File: config.mk
export PLATFORM = sky130hd
export DESIGN_NAME = result_writer_flat
export DESIGN_NICKNAME = d
export VERILOG_FILES = /design/src/rtl/ucisc_pkg.sv /design/src/rtl/result_writer_if.sv /design/src/rtl/address_resolver.sv /design/src/rtl/result_writer.sv /design/src/flat_wrapper.sv
export SDC_FILE = /design/constraint.sdc
export NUM_CORES = 1
export LEC_CHECK = 0
export CAP_MARGIN = 10
export CORE_ASPECT_RATIO = 1.1
export CORE_MARGIN = 3
export CORE_UTILIZATION = 39
export DETAILED_ROUTE_END_ITERATION = 7
export PLACE_DENSITY = 0.82
export SETUP_SLACK_MARGIN = 0.15
export SLEW_MARGIN = 40
export SYNTH_ARGS = -nofsm -noshare
export SYNTH_HDL_FRONTEND = slang
export SYNTH_SLANG_ARGS = --single-unit
File: constraint.sdc
create_clock -name clock -period 1.82 [get_ports clock]
set_clock_uncertainty 0.05 [all_clocks]
set_input_delay 0.364 -clock clock [delete_from_list [all_inputs] [get_ports clock]]
set_output_delay 0.364 -clock clock [all_outputs]
set_load 0.1 [all_outputs]
File: src/rtl/ucisc_pkg.sv
// rtl/ucisc_pkg.sv - shared uCISC result-writer state encoding and offset width
package ucisc_pkg;

   localparam int OFFSET_WIDTH = 4;

   typedef enum logic [1:0] {
      RW_IDLE  = 2'd0,
      RW_ISSUE = 2'd1,
      RW_DONE  = 2'd2
   } rw_state_e;

endpackage

File: src/rtl/result_writer_if.sv
// rtl/result_writer_if.sv - single-beat memory write port of the result writer
interface result_writer_if #(
   parameter int WIDTH = 16
);
   logic [WIDTH-1:0] mem_address;
   logic [WIDTH-1:0] mem_data_out;
   logic             mem_write;
   logic             mem_ready;

   modport master (
      output mem_address,
      output mem_data_out,
      output mem_write,
      input  mem_ready
   );

   modport slave (
      input  mem_address,
      input  mem_data_out,
      input  mem_write,
      output mem_ready
   );
endinterface

File: src/rtl/address_resolver.sv
// rtl/address_resolver.sv - destination address and new base from base/offset/increment
// Optional pre-decrement push selected by macro RESULT_WRITER_PUSH_EN.
module address_resolver
   import ucisc_pkg::*;
#(
   parameter int WIDTH = 16
) (
   input  logic [WIDTH-1:0]        base_i,
   input  logic [OFFSET_WIDTH-1:0] offset_i,
   input  logic                    increment_i,
   output logic [WIDTH-1:0]        address_o,
   output logic [WIDTH-1:0]        updated_base_o
);

   logic [WIDTH-1:0] offset_address;

   // Offset is zero-extended; the sum wraps naturally at WIDTH bits.
   assign offset_address = base_i + {{(WIDTH-OFFSET_WIDTH){1'b0}}, offset_i};

`ifdef RESULT_WRITER_PUSH_EN
   logic [WIDTH-1:0] pushed_address;

   assign pushed_address = base_i - {{(WIDTH-1){1'b0}}, 1'b1};
   assign address_o      = increment_i ? pushed_address : offset_address;
   assign updated_base_o = increment_i ? pushed_address : base_i;
`else
   logic unused_increment;

   assign unused_increment = increment_i;
   assign address_o        = offset_address;
   assign updated_base_o   = base_i;
`endif

endmodule

File: src/rtl/result_writer.sv
// rtl/result_writer.sv - stores a finished result word to memory and reports completion
// Push addressing is enabled with macro RESULT_WRITER_PUSH_EN (see address_resolver).
module result_writer
   import ucisc_pkg::*;
#(
   parameter int WIDTH = 16
) (
   input  logic                    clock,
   input  logic                    reset_n,
   input  logic                    start,
   input  logic [WIDTH-1:0]        value,
   input  logic [WIDTH-1:0]        base_address,
   input  logic [OFFSET_WIDTH-1:0] offset,
   input  logic                    destination_mem,
   input  logic                    increment,
   result_writer_if.master         mem,
   output logic [WIDTH-1:0]        updated_base,
   output logic                    busy,
   output logic                    done
);

   rw_state_e        state_q, state_d;
   logic [WIDTH-1:0] address_q, address_d;
   logic [WIDTH-1:0] data_q, data_d;
   logic [WIDTH-1:0] base_q, base_d;
   logic [WIDTH-1:0] resolved_address;
   logic [WIDTH-1:0] resolved_base;
   logic             write_o;
   logic             busy_o;
   logic             done_o;

   // Push mode only makes sense for a memory destination.
   address_resolver #(
      .WIDTH (WIDTH)
   ) u_address_resolver (
      .base_i         (base_address),
      .offset_i       (offset),
      .increment_i    (increment & destination_mem),
      .address_o      (resolved_address),
      .updated_base_o (resolved_base)
   );

   always_ff @(posedge clock or negedge reset_n) begin
      if (!reset_n) begin
         state_q   <= RW_IDLE;
         address_q <= '0;
         data_q    <= '0;
         base_q    <= '0;
      end else begin
         state_q   <= state_d;
         address_q <= address_d;
         data_q    <= data_d;
         base_q    <= base_d;
      end
   end

   always_comb begin
      state_d   = state_q;
      address_d = address_q;
      data_d    = data_q;
      base_d    = base_q;
      write_o   = 1'b0;
      busy_o    = 1'b1;
      done_o    = 1'b0;
      case (state_q)
         RW_IDLE: begin
            busy_o = 1'b0;
            if (start) begin
               if (destination_mem) begin
                  address_d = resolved_address;
                  data_d    = value;
                  base_d    = resolved_base;
                  state_d   = RW_ISSUE;
               end else begin
                  base_d  = base_address;
                  state_d = RW_DONE;
               end
            end
         end
         RW_ISSUE: begin
            write_o = 1'b1;
            if (mem.mem_ready) begin
               state_d = RW_DONE;
            end
         end
         RW_DONE: begin
            done_o  = 1'b1;
            state_d = RW_IDLE;
         end
         default: begin
            state_d = RW_IDLE;
         end
      endcase
   end

   // Strobe is decoded from state so reset removes it without a clock edge.
   assign mem.mem_write    = write_o;
   assign mem.mem_address  = address_q;
   assign mem.mem_data_out = data_q;
   assign updated_base     = base_q;
   assign busy             = busy_o;
   assign done             = done_o;

endmodule

File: src/flat_wrapper.sv
// flat-port wrapper written by rule: the top's interface ports become plain ports
module result_writer_flat import ucisc_pkg::*;
#(
   parameter int WIDTH = 16
)
  (clock, reset_n, start, value, base_address, offset, destination_mem, increment, updated_base, busy, done, mem_mem_address, mem_mem_data_out, mem_mem_write, mem_mem_ready);
  result_writer_if #(.WIDTH(WIDTH)) mem_i ();
  input  logic clock;
  input  logic reset_n;
  input  logic start;
  input  logic [WIDTH-1:0] value;
  input  logic [WIDTH-1:0] base_address;
  input  logic [OFFSET_WIDTH-1:0] offset;
  input  logic destination_mem;
  input  logic increment;
  output logic [WIDTH-1:0] updated_base;
  output logic busy;
  output logic done;
  output wire logic [$bits(mem_i.mem_address)-1:0] mem_mem_address;
  output wire logic [$bits(mem_i.mem_data_out)-1:0] mem_mem_data_out;
  output wire logic [$bits(mem_i.mem_write)-1:0] mem_mem_write;
  input wire logic [$bits(mem_i.mem_ready)-1:0] mem_mem_ready;
  assign mem_mem_address = mem_i.mem_address;
  assign mem_mem_data_out = mem_i.mem_data_out;
  assign mem_mem_write = mem_i.mem_write;
  assign mem_i.mem_ready = mem_mem_ready;
  result_writer #(.WIDTH(WIDTH)) u_core (.clock(clock), .reset_n(reset_n), .start(start), .value(value), .base_address(base_address), .offset(offset), .destination_mem(destination_mem), .increment(increment), .mem(mem_i), .updated_base(updated_base), .busy(busy), .done(done));
endmodule
==> results of run 1 <==
layer usage:
metal / wire, um / up-vias / GRT usage (%)
li1: - / 1019 / -
met1: 2734 / 1067 / 22.88
met2: 3703 / 75 / 37.99
met3: 393 / 15 / 4.832
met4: 163 / 0 / 9.380
met5: 0 / - / 0
worst paths after layout:
kind | from | endpoint | slack, ns | cells after the start
hold / removal | reset_n | u_core.mem.mem_data_out[6] | -0.02 | 2
hold reg to reg | u_core.state_q[1] | u_core.state_q[1] | 0.44 | 1
min in group clock | base_address[0] | u_core.updated_base[0] | 0.26 | 2
setup / recovery | u_core.state_q[1] | u_core.mem.mem_address[12] | 0.09 | 4
setup reg to reg | u_core.state_q[1] | u_core.mem.mem_address[12] | 0.09 | 4
max in group asynchronous | reset_n | u_core.mem.mem_data_out[4] | 1.50 | 2
cell usage after synthesis, types with 2 or more instances:
library cell  count  area [sq um]
nand2_1          63         236.5
o21ai_0           7         35.03
or4_1             7         52.55
xnor2_1           2         17.52
nor2_1            9         33.78
o31a_1            2         17.52
nand4_1           2         12.51
nand3_1           6         30.03
inv_1             4         15.01
a31oi_1           8         50.05
dfrtp_1          50          1251
or3_1             3         18.77
o31ai_1           5         37.54
mux2_2           16         180.2
a21o_1            2         15.01
clkbuf_1          7         26.28
a21oi_1           4         20.02
o211ai_1          2         15.01
buf_2             3         15.01
nand2b_1          2         12.51
ha_1              4         50.05
critical path: cells and delay by family, from the launching register on:
family | cells | cell delay (ns)
DFF | 1 | 0.41
and+or+nand+nor | 4 | 1.21
cells in the final DEF, fill, tap and decap left out, types with 3 or more instances in the layout:
cell / n
buf_12: 54
or4_1: 4
inv_1: 4
a31oi_1: 7
ha_4: 4
clkbuf_8: 8
mux2_2: 16
or3_1: 3
nor2_1: 9
clkdlybuf4s50_1: 25
buf_6: 5
nand2_1: 63
o31ai_1: 4
or4_4: 3
o21ai_0: 4
dlygate4sd2_1: 4
buf_4: 30
buf_2: 6
nand3_1: 4
dfrtp_1: 50
sequential cells by signal (all words and copies together) (netlist names):
signal	count
u_core.state_q	2
u_core.updated_base	16
u_core.mem.mem_address	16
u_core.mem.mem_data_out	16
cells by family after synthesis:
family	count (synthesis)
AND/OR/NAND/NOR	101
flip-flops	50
AO/OA/AOI/OAI	32
multiplexers	16
buffers and inverters	15
adder cells (fa/ha/maj)	5
XOR/XNOR	3
cell type report:
class,count,area share [%]
Clock buffer,8,2.557
Inverter,4,0.3487
Multi-Input combinational cell,157,25.14
Sequential cell,50,29.06
Tap cell,75,2.180
Timing Repair Buffer,130,40.71
stage by stage:
| step | std cells | hold WS [ns] | setup WS (ns) |
|---|---|---|---|
| final | 424 | -0.01502 | 0.09345 |
| after CTS | 420 | 0.0006054 | 0.09057 |
| after detailed placement | 408 | 0.3267 | -0.6042 |
| after floorplan | 222 | 0.01841 | -0.02993 |
| after global placement | 408 | 0.3199 | -0.5484 |
| after global routing | 424 | 0.003810 | 0.06132 |
power by group through the flow:
stage	clock (W)	sequential, W	combinational (W)
after floorplan	0	0.00395	0.000548
after global placement	0	0.00179	0.00459
after detailed placement	0	0.00181	0.00466
after CTS	0.000765	0.00179	0.00468
after global routing	0.000806	0.00183	0.00485
final	0.000739	0.00179	0.00472
repair_timing:
action                                 in CTS  in global routing
setup endpoints to repair                  14                 29
cloned                                      1                  1
pin swaps                                  14                 19
setup buffers                               3                  3
resized for setup                          36                 22
endpoints found under the hold margin       0                  0
==> out/results.tsv, run 1 <==
metric	value	unit
status	finished with violations	
violations	negative hold slack	
synth.area.mux_share	7.956	%
p_per_area	1685	nW/um^2
syn_nets	269	
cts_buffer_depth	2	
synth-simple-area-share	20.44	%
cpPeakStageDelay	0.49	ns
grt_pass1_vias	2310	
seqPwrFrac	24.7	%
cts_hold_buf	0	
synth_top_family_by_area	simple AND/OR/NAND/NOR gates	
clkSlewWorstSetupHoldPaths	0.08	ns
cts_buffers	5	
dieArea	6758	sq um
crit_fanout	4	
rsz0062_at_grt	true	
ant_nets	0	
clockPowerShare	10.2	%
synth_xor_area_share	1.160	%
cp_slowest_cell	or4_4	
portBuffers	91	
ys_async_sr_fraction	100.0	%
internal_power	0.003515	W
grt_pass1_wl	11000	um
endpoint_kind	flop	
syn_area	2265	sq um
tns	0	ns
synth_flop_cell	dfrtp_1	
cp_data_required_time	2.01	ns
drc	0	
syn_avg_cell_area	10.20	sq um
fillers	331	
dr.pass1.iters	4	
synth-edff-count	0	
relSlewSlack	81.42	%
core_region_area	5500	sq um
worstPathCellList	or2_1 > or3_4 > or4_4 > nand3_2	
ys_warn_count	0	
num_antenna_cells	0	
worstSkewPairLatency	0.30	ns
htreeDepth	2	
dp_hpwl	5070	um
finalWirelength	6995	um
synth_adder_area_share	3.094	%
first_iter_violations	56	
min_period_over_period	94.87	%
startpoint_type	flop	
cts_sinks	50	
postLayoutCellArea	4305	sq um
comb_power_share	65.1	%
multiInputGateArea	1082	sq um
areaGrowthSynthToFinish	90.11	%
via_per_inst	5.132	
synth_compound_area_share	9.116	%
slew_viol_final	0	
switching_share	51.55	%
max_cap_violations	0	
max_clock_freq	0.5792	GHz
cts_tree	yes	
route.vias.total	2176	
synth_cells	222	
place_area	4049	sq um
die_h	85.92	um
period_minus_slack	1.727	ns
synth.lib_cells_used.distinct	35	
fin_hold_ws	-0.01502	ns
clockRootBuffer	clkbuf_8	
synth_seq_cells	50	
overflow	0	
seq_area_frac_synth	55.25	%
worst_ep_arrival_time	1.92	ns
rows	28	
ios	93	
finalPower	0.007255	W
post-route-util	78.28	%
finalHoldViolations	23	
grt_max_degree	51	
power.leakage	1.973	nW
drive_gt1_share	41.26	%
vdd_drop_max	1250	uV
regArea	1251	sq um
wire_per_inst	16.50	um
setup_viol	0	
grt_usage	20.86	%
tightest_slew	0.2771	ns
p_sw	0.003740	W
gp_congestion	0.7460	
antenna_found_initial	0	
nets	395	
die_w	78.66	um
worstSetupPathType	flop to flop	
initial_utilization	41.17	%
hold_path.class	primary input to async pin	
(Power assumes the default switching activity.)
==> run 2, diff against run 1 <==
--- a/config.mk
+++ b/config.mk
@@ -10,7 +10,7 @@
 export CORE_MARGIN = 3
 export CORE_UTILIZATION = 39
 export DETAILED_ROUTE_END_ITERATION = 7
-export PLACE_DENSITY = 0.82
+export PLACE_DENSITY = 0.8
 export SETUP_SLACK_MARGIN = 0.15
 export SLEW_MARGIN = 40
 export SYNTH_ARGS = -nofsm -noshare
==> run 2 against run 1 <==
Die area unchanged. Critical path depth unchanged. The flow now finishes without violations. Hold slack better by 0.28 ns. Critical path type unchanged.
==> out/results.tsv, run 2 (synthesized netlist as in run 1, its figures left out) <==
metric	value	unit	change
grt_usage	20.21	%	-0.65 points
finalHoldViolations	0		-100%
antenna_found_initial	0		unchanged
rsz0062_at_grt	true		
via_per_inst	5.096		-0.70%
dr.pass1.iters	4		unchanged
clockRootBuffer	clkbuf_8		
startpoint	u_core.state_q[1]		
nets	398		+0.76%
core_region_area	5500	sq um	unchanged
dp_hpwl	4981	um	-1.7%
min_period_over_period	94.58	%	-0.29 points
die_h	85.92	um	unchanged
num_antenna_cells	0		unchanged
grt_pass1_vias	2283		-1.2%
status	finished clean		
crit_fanout	4		unchanged
die_w	78.66	um	unchanged
gp_congestion	0.7599		+1.9%
tightest_slew	0.4306	ns	+0.1535 ns
grt_max_degree	27		-47%
overflow	0		unchanged
startpoint_type	flop		
cts_buffers	5		unchanged
finalWirelength	6677	um	-4.5%
setup_viol	0		unchanged
route.vias.total	2176		unchanged
wire_per_inst	15.64	um	-5.2%
dp.cells	408		unchanged
vdd_drop_max	1313	uV	+5.1%
final_cells	427		+0.71%
hold_path.class	primary input to flop		
fillers	320		-3.3%
first_iter_violations	109		+95%
period_minus_slack	1.721	ns	-0.005205 ns
r2r-start	u_core.state_q[1]		
slew_viol_final	0		unchanged
fin_hold_ws	0.2646	ns	+0.2796 ns
clkSlewWorstSetupHoldPaths	0.09	ns	about the same
drc	0		unchanged
max_clock_freq	0.5809	GHz	+0.30%
cp_data_required_time	2.01	ns	about the same
p_per_area	1687	nW/um^2	+0.12%
cts_tree	yes		
areaGrowthSynthToFinish	88.95	%	
cts_sinks	50		unchanged
power.leakage	1.980	nW	+0.37%
grt_pass1_wl	10720	um	-2.5%
rows	28		unchanged
relSlewSlack	71.30	%	-10 points
dieArea	6758	sq um	unchanged
cts_buffer_depth	2		unchanged
drive_gt1_share	40.34	%	-0.92 points
ant_nets	0		unchanged
ios	93		unchanged
worstSetupPathType	flop to flop		
worstSkewPairLatency	0.30	ns	about the same
endpoint_kind	flop		
htreeDepth	2		unchanged
layout_common_cells	nand2_1, buf_12, dfrtp_1		
layout_commonest_cell	nand2_1		
worst_ep_arrival_time	1.92	ns	about the same
max_cap_violations	0		unchanged
hold_start	base_address[0]		
portBuffers	91		unchanged
initial_utilization	41.17	%	unchanged
==> run 2: power by group <==
group	total (W)	internal, W	switching [W]
registers	0.00179	0.00143	0.000354
logic	0.00469	0.00168	0.00300
clock network	0.000746	0.000384	0.000361
==> run 2: worst max-delay path: stages (launching register included) <==
cell and delay [ns]:
dfrtp_1 0.39, or2_4 0.27, or3_4 0.35, or4_1 0.51, nand3_1 0.10
==> run 2: cell type report <==
cell class,instances,area [sq um],share of cell area (%)
tap,75,93.84,2.193
clock buffer,8,110.1,2.573
timing repair buffer,133,1773,41.43
inverter,4,15.01,0.3509
sequential,50,1251,29.24
multi-input combinational,157,1036,24.21
==> run 2: path summary, 6_finish.rpt <==
check	to	slack, ns	depth (start not counted)
max	u_core.mem.mem_address[12]	0.1	4
min	u_core.updated_base[0]	0.26	2
max reg2reg	u_core.mem.mem_address[12]	0.1	4
min reg2reg	u_core.mem.mem_data_out[0]	0.49	2
max in group asynchronous	u_core.updated_base[6]	0.72	3
min in group asynchronous	u_core.mem.mem_data_out[0]	0.48	2
==> run 2: per-stage QoR <==
stage / area [sq um] / util, % / setup TNS, ns / power, W / setup slack, ns
2_1_floorplan: 2337 / - / -0.02993 / 0.004499 / -0.02993
3_3_place_gp: 4049 / 73.61 / -6.081 / 0.006387 / -0.5494
3_5_place_dp: 4049 / 73.61 / -6.988 / 0.006462 / -0.6049
4_1_cts: 4224 / 76.80 / 0 / 0.007231 / 0.09675
5_1_grt: 4279 / 77.80 / 0 / 0.007442 / 0.05411
6_report: 4279 / 77.80 / 0 / 0.007219 / 0.09865
==> run 2: repair_timing <==
| item | 4_1_cts | 5_1_grt |
|---|---|---|
| hold buffers | 1 | 0 |
| gates cloned | 1 | 0 |
| resized for setup | 30 | 21 |
| buffers inserted | 6 | 3 |
| endpoints found under the setup margin | 30 | 27 |
| pin swaps | 16 | 15 |
| hold endpoints to repair | 15 | 0 |
==> run 2: routing by layer <==
| layer | track usage [%] | share of wire, % |
|---|---|---|
| met1 | 22.97 | 39 |
| met2 | 36.06 | 52 |
| met3 | 6.408 | 7.3 |
| met4 | 6.200 | 1.7 |
| met5 | 0 | 0 |
==> run 3, diff against run 2 <==
--- a/config.mk
+++ b/config.mk
@@ -8,11 +8,13 @@
 export CAP_MARGIN = 10
 export CORE_ASPECT_RATIO = 1.1
 export CORE_MARGIN = 3
-export CORE_UTILIZATION = 39
+export CORE_UTILIZATION = 41
 export DETAILED_ROUTE_END_ITERATION = 7
-export PLACE_DENSITY = 0.8
+export PLACE_DENSITY = 0.79
 export SETUP_SLACK_MARGIN = 0.15
+export SKIP_CTS_REPAIR_TIMING = 1
 export SLEW_MARGIN = 40
 export SYNTH_ARGS = -nofsm -noshare
 export SYNTH_HDL_FRONTEND = slang
+export SYNTH_HIERARCHICAL = 1
 export SYNTH_SLANG_ARGS = --single-unit
==> run 3 against run 2 <==
Sequential power rose by 7%. Clock-buffer cell count fell by 3. Sequential share of layout area fell by 1.7 points. Setup slack got worse by 0.057 ns. Largest power group unchanged. Fmax fell by 3.2%. Hold slack improved by 0.091 ns. Combinational power rose by 15%.
==> out/results.tsv, run 3 <==
metric	value	unit	change
dr.pass1.iters	6		+2
vdd_drop_max	965.7	uV	-26%
max_cap_violations	0		unchanged
power.leakage	2.066	nW	+4.3%
cp_slowest_cell	fa_2		
cts_sinks	50		unchanged
worstPathCellList	buf_6 > ha_4 > fa_2 > a21o_1 > a21oi_4 > nand2b_4 > xnor2_2 > mux2_4		
syn_avg_cell_area	14.31	sq um	+40%
antenna_found_initial	0		unchanged
min_period_over_period	97.69	%	+3.1 points
nets	346		-13%
grt_max_degree	33		+22%
cpPeakStageDelay	0.34	ns	-0.17 ns
syn_nets	238		-12%
dpl_worst_slack	-0.6269	ns	-0.02203 ns
slew_viol_final	0		unchanged
startpoint_type	primary input		
regArea	1254	sq um	+0.20%
portBuffers	91		unchanged
use_met3	2.875	%	-3.5 points
finalWirelength	6376	um	-4.5%
fillers	393		+23%
num_antenna_cells	0		unchanged
ant_nets	0		unchanged
crit_fanout	6		+2
first_iter_violations	49		-55%
max_clock_freq	0.5625	GHz	-3.2%
hold_start	offset[0]		
status	finished clean		
worst_ep_arrival_time	1.93	ns	about the same
drc	0		unchanged
die_h	91.63	um	+6.6%
synth_cells	191		-14%
cts_buffers	5		unchanged
grt_pass1_vias	1933		-15%
htreeDepth	2		unchanged
core_region_area	6306	sq um	+15%
via_per_inst	4.760		-6.6%
endpoint_kind	flop		
period_minus_slack	1.778	ns	+0.05654 ns
post-route-util	72.14	%	-5.7 points
startpoint	base_address[0]		
layout_commonest_cell	buf_12		
tightest_slew	0.4457	ns	+0.01514 ns
setup_slack	0.04211	ns	-0.05655 ns
dp.cells	364		-11%
met2_usage	28.58	%	-7.5 points
cts_tree	yes		
finalHoldViolations	0		unchanged
route.vias.total	1804		-17%
met1_usage	18.27	%	-4.7 points
cp_data_required_time	1.97	ns	-0.04 ns
worstSkewPairLatency	0.31	ns	about the same
drive_gt1_share	59.53	%	+19 points
ys_warn_count	6		+6
dp_hpwl	4667	um	-6.3%
wire_per_inst	16.82	um	+7.6%
p_per_area	1746	nW/um^2	+3.5%
rsz0062_at_grt	true		
hold_path.class	primary input to flop		
clockRootBuffer	clkbuf_8		
ios	93		unchanged
rows	30		+7.1%
cts_buffer_depth	2		unchanged
clkSlewWorstSetupHoldPaths	0.09	ns	about the same
gr-max-usage-layer	met2		
gp_congestion	0.7861		+3.4%
areaGrowthSynthToFinish	66.48	%	
multiInputGateArea	1351	sq um	+30%
setup_viol	0		unchanged
syn_area	2733	sq um	+21%
r2r-start	u_core/state_q[1]		
finalPower	0.007943	W	+10%
worstSetupPathType	primary input to flop		
overflow	0		unchanged
relSlewSlack	70.29	%	-1.0 points
dieArea	7682	sq um	+14%
die_w	83.84	um	+6.6%
layout_common_cells	buf_12, dfrtp_1, mux2_2		
grt_usage	15.71	%	-4.5 points
initial_utilization	43.33	%	+2.2 points
final_cells	379		-11%
grt_pass1_wl	9597	um	-10%
## run 3: per-stage QoR
| step | TNS (ns) | hold WS, ns | cell area [sq um] |
|---|---|---|---|
| floorplan | -0.2101 | 0.01841 | 2764 |
| global placement | -10.92 | 0.2805 | 4287 |
| detailed placement | -13.01 | 0.2859 | 4287 |
| CTS | -2.623 | -0.05630 | 4370 |
| global route | -0.01263 | 0.3520 | 4549 |
| finish | 0 | 0.3554 | 4549 |
## run 3: final cells by class
cell class / instances / area share [%]
Timing Repair Buffer: 124 / 38.53
Tap cell: 80 / 2.200
Multi-Input combinational cell: 116 / 29.70
Sequential cell: 50 / 27.56
Clock buffer: 5 / 1.513
Inverter: 2 / 0.1650
Clock inverter: 2 / 0.3300
## run 3: worst max-delay path, delay by kind of cell
kind | cells | cell delay, ns
adder cells (fa/ha/maj) | 2 | 0.49
AO/OA/AOI/OAI | 2 | 0.46
multiplexers | 1 | 0.25
AND/OR/NAND/NOR | 1 | 0.19
buffers and inverters | 1 | 0.10
XOR/XNOR | 1 | 0.06
## run 3: routing by layer
metal  wire length (um)  up-vias
met2               3531       48
li1                   -      878
met1               2511      869
met3                213        9
met5                  0        -
met4                120        0
## run 3: where the power goes
group	leakage, nW	internal (W)	switching [W]
Combinational	1.44	0.00210	0.00330
Clock	0.0362	0.000263	0.000375
Sequential	0.586	0.00148	0.000426
Total	2.07	0.00385	0.00410
## run 3: final timing paths
path / end / slack, ns / depth (start not counted)
worst max-delay path: u_core/mem.mem_address[14] / 0.04 / 8
worst max register to register: u_core/mem.mem_data_out[11] / 0.16 / 4
worst min register to register: u_core/mem.mem_data_out[5] / 0.53 / 1
worst min-delay path: u_core/mem.mem_address[0] / 0.36 / 3
max in group asynchronous: u_core/state_q[1] / 0.71 / 3
min in group asynchronous: u_core/mem.mem_address[13] / 0.47 / 2
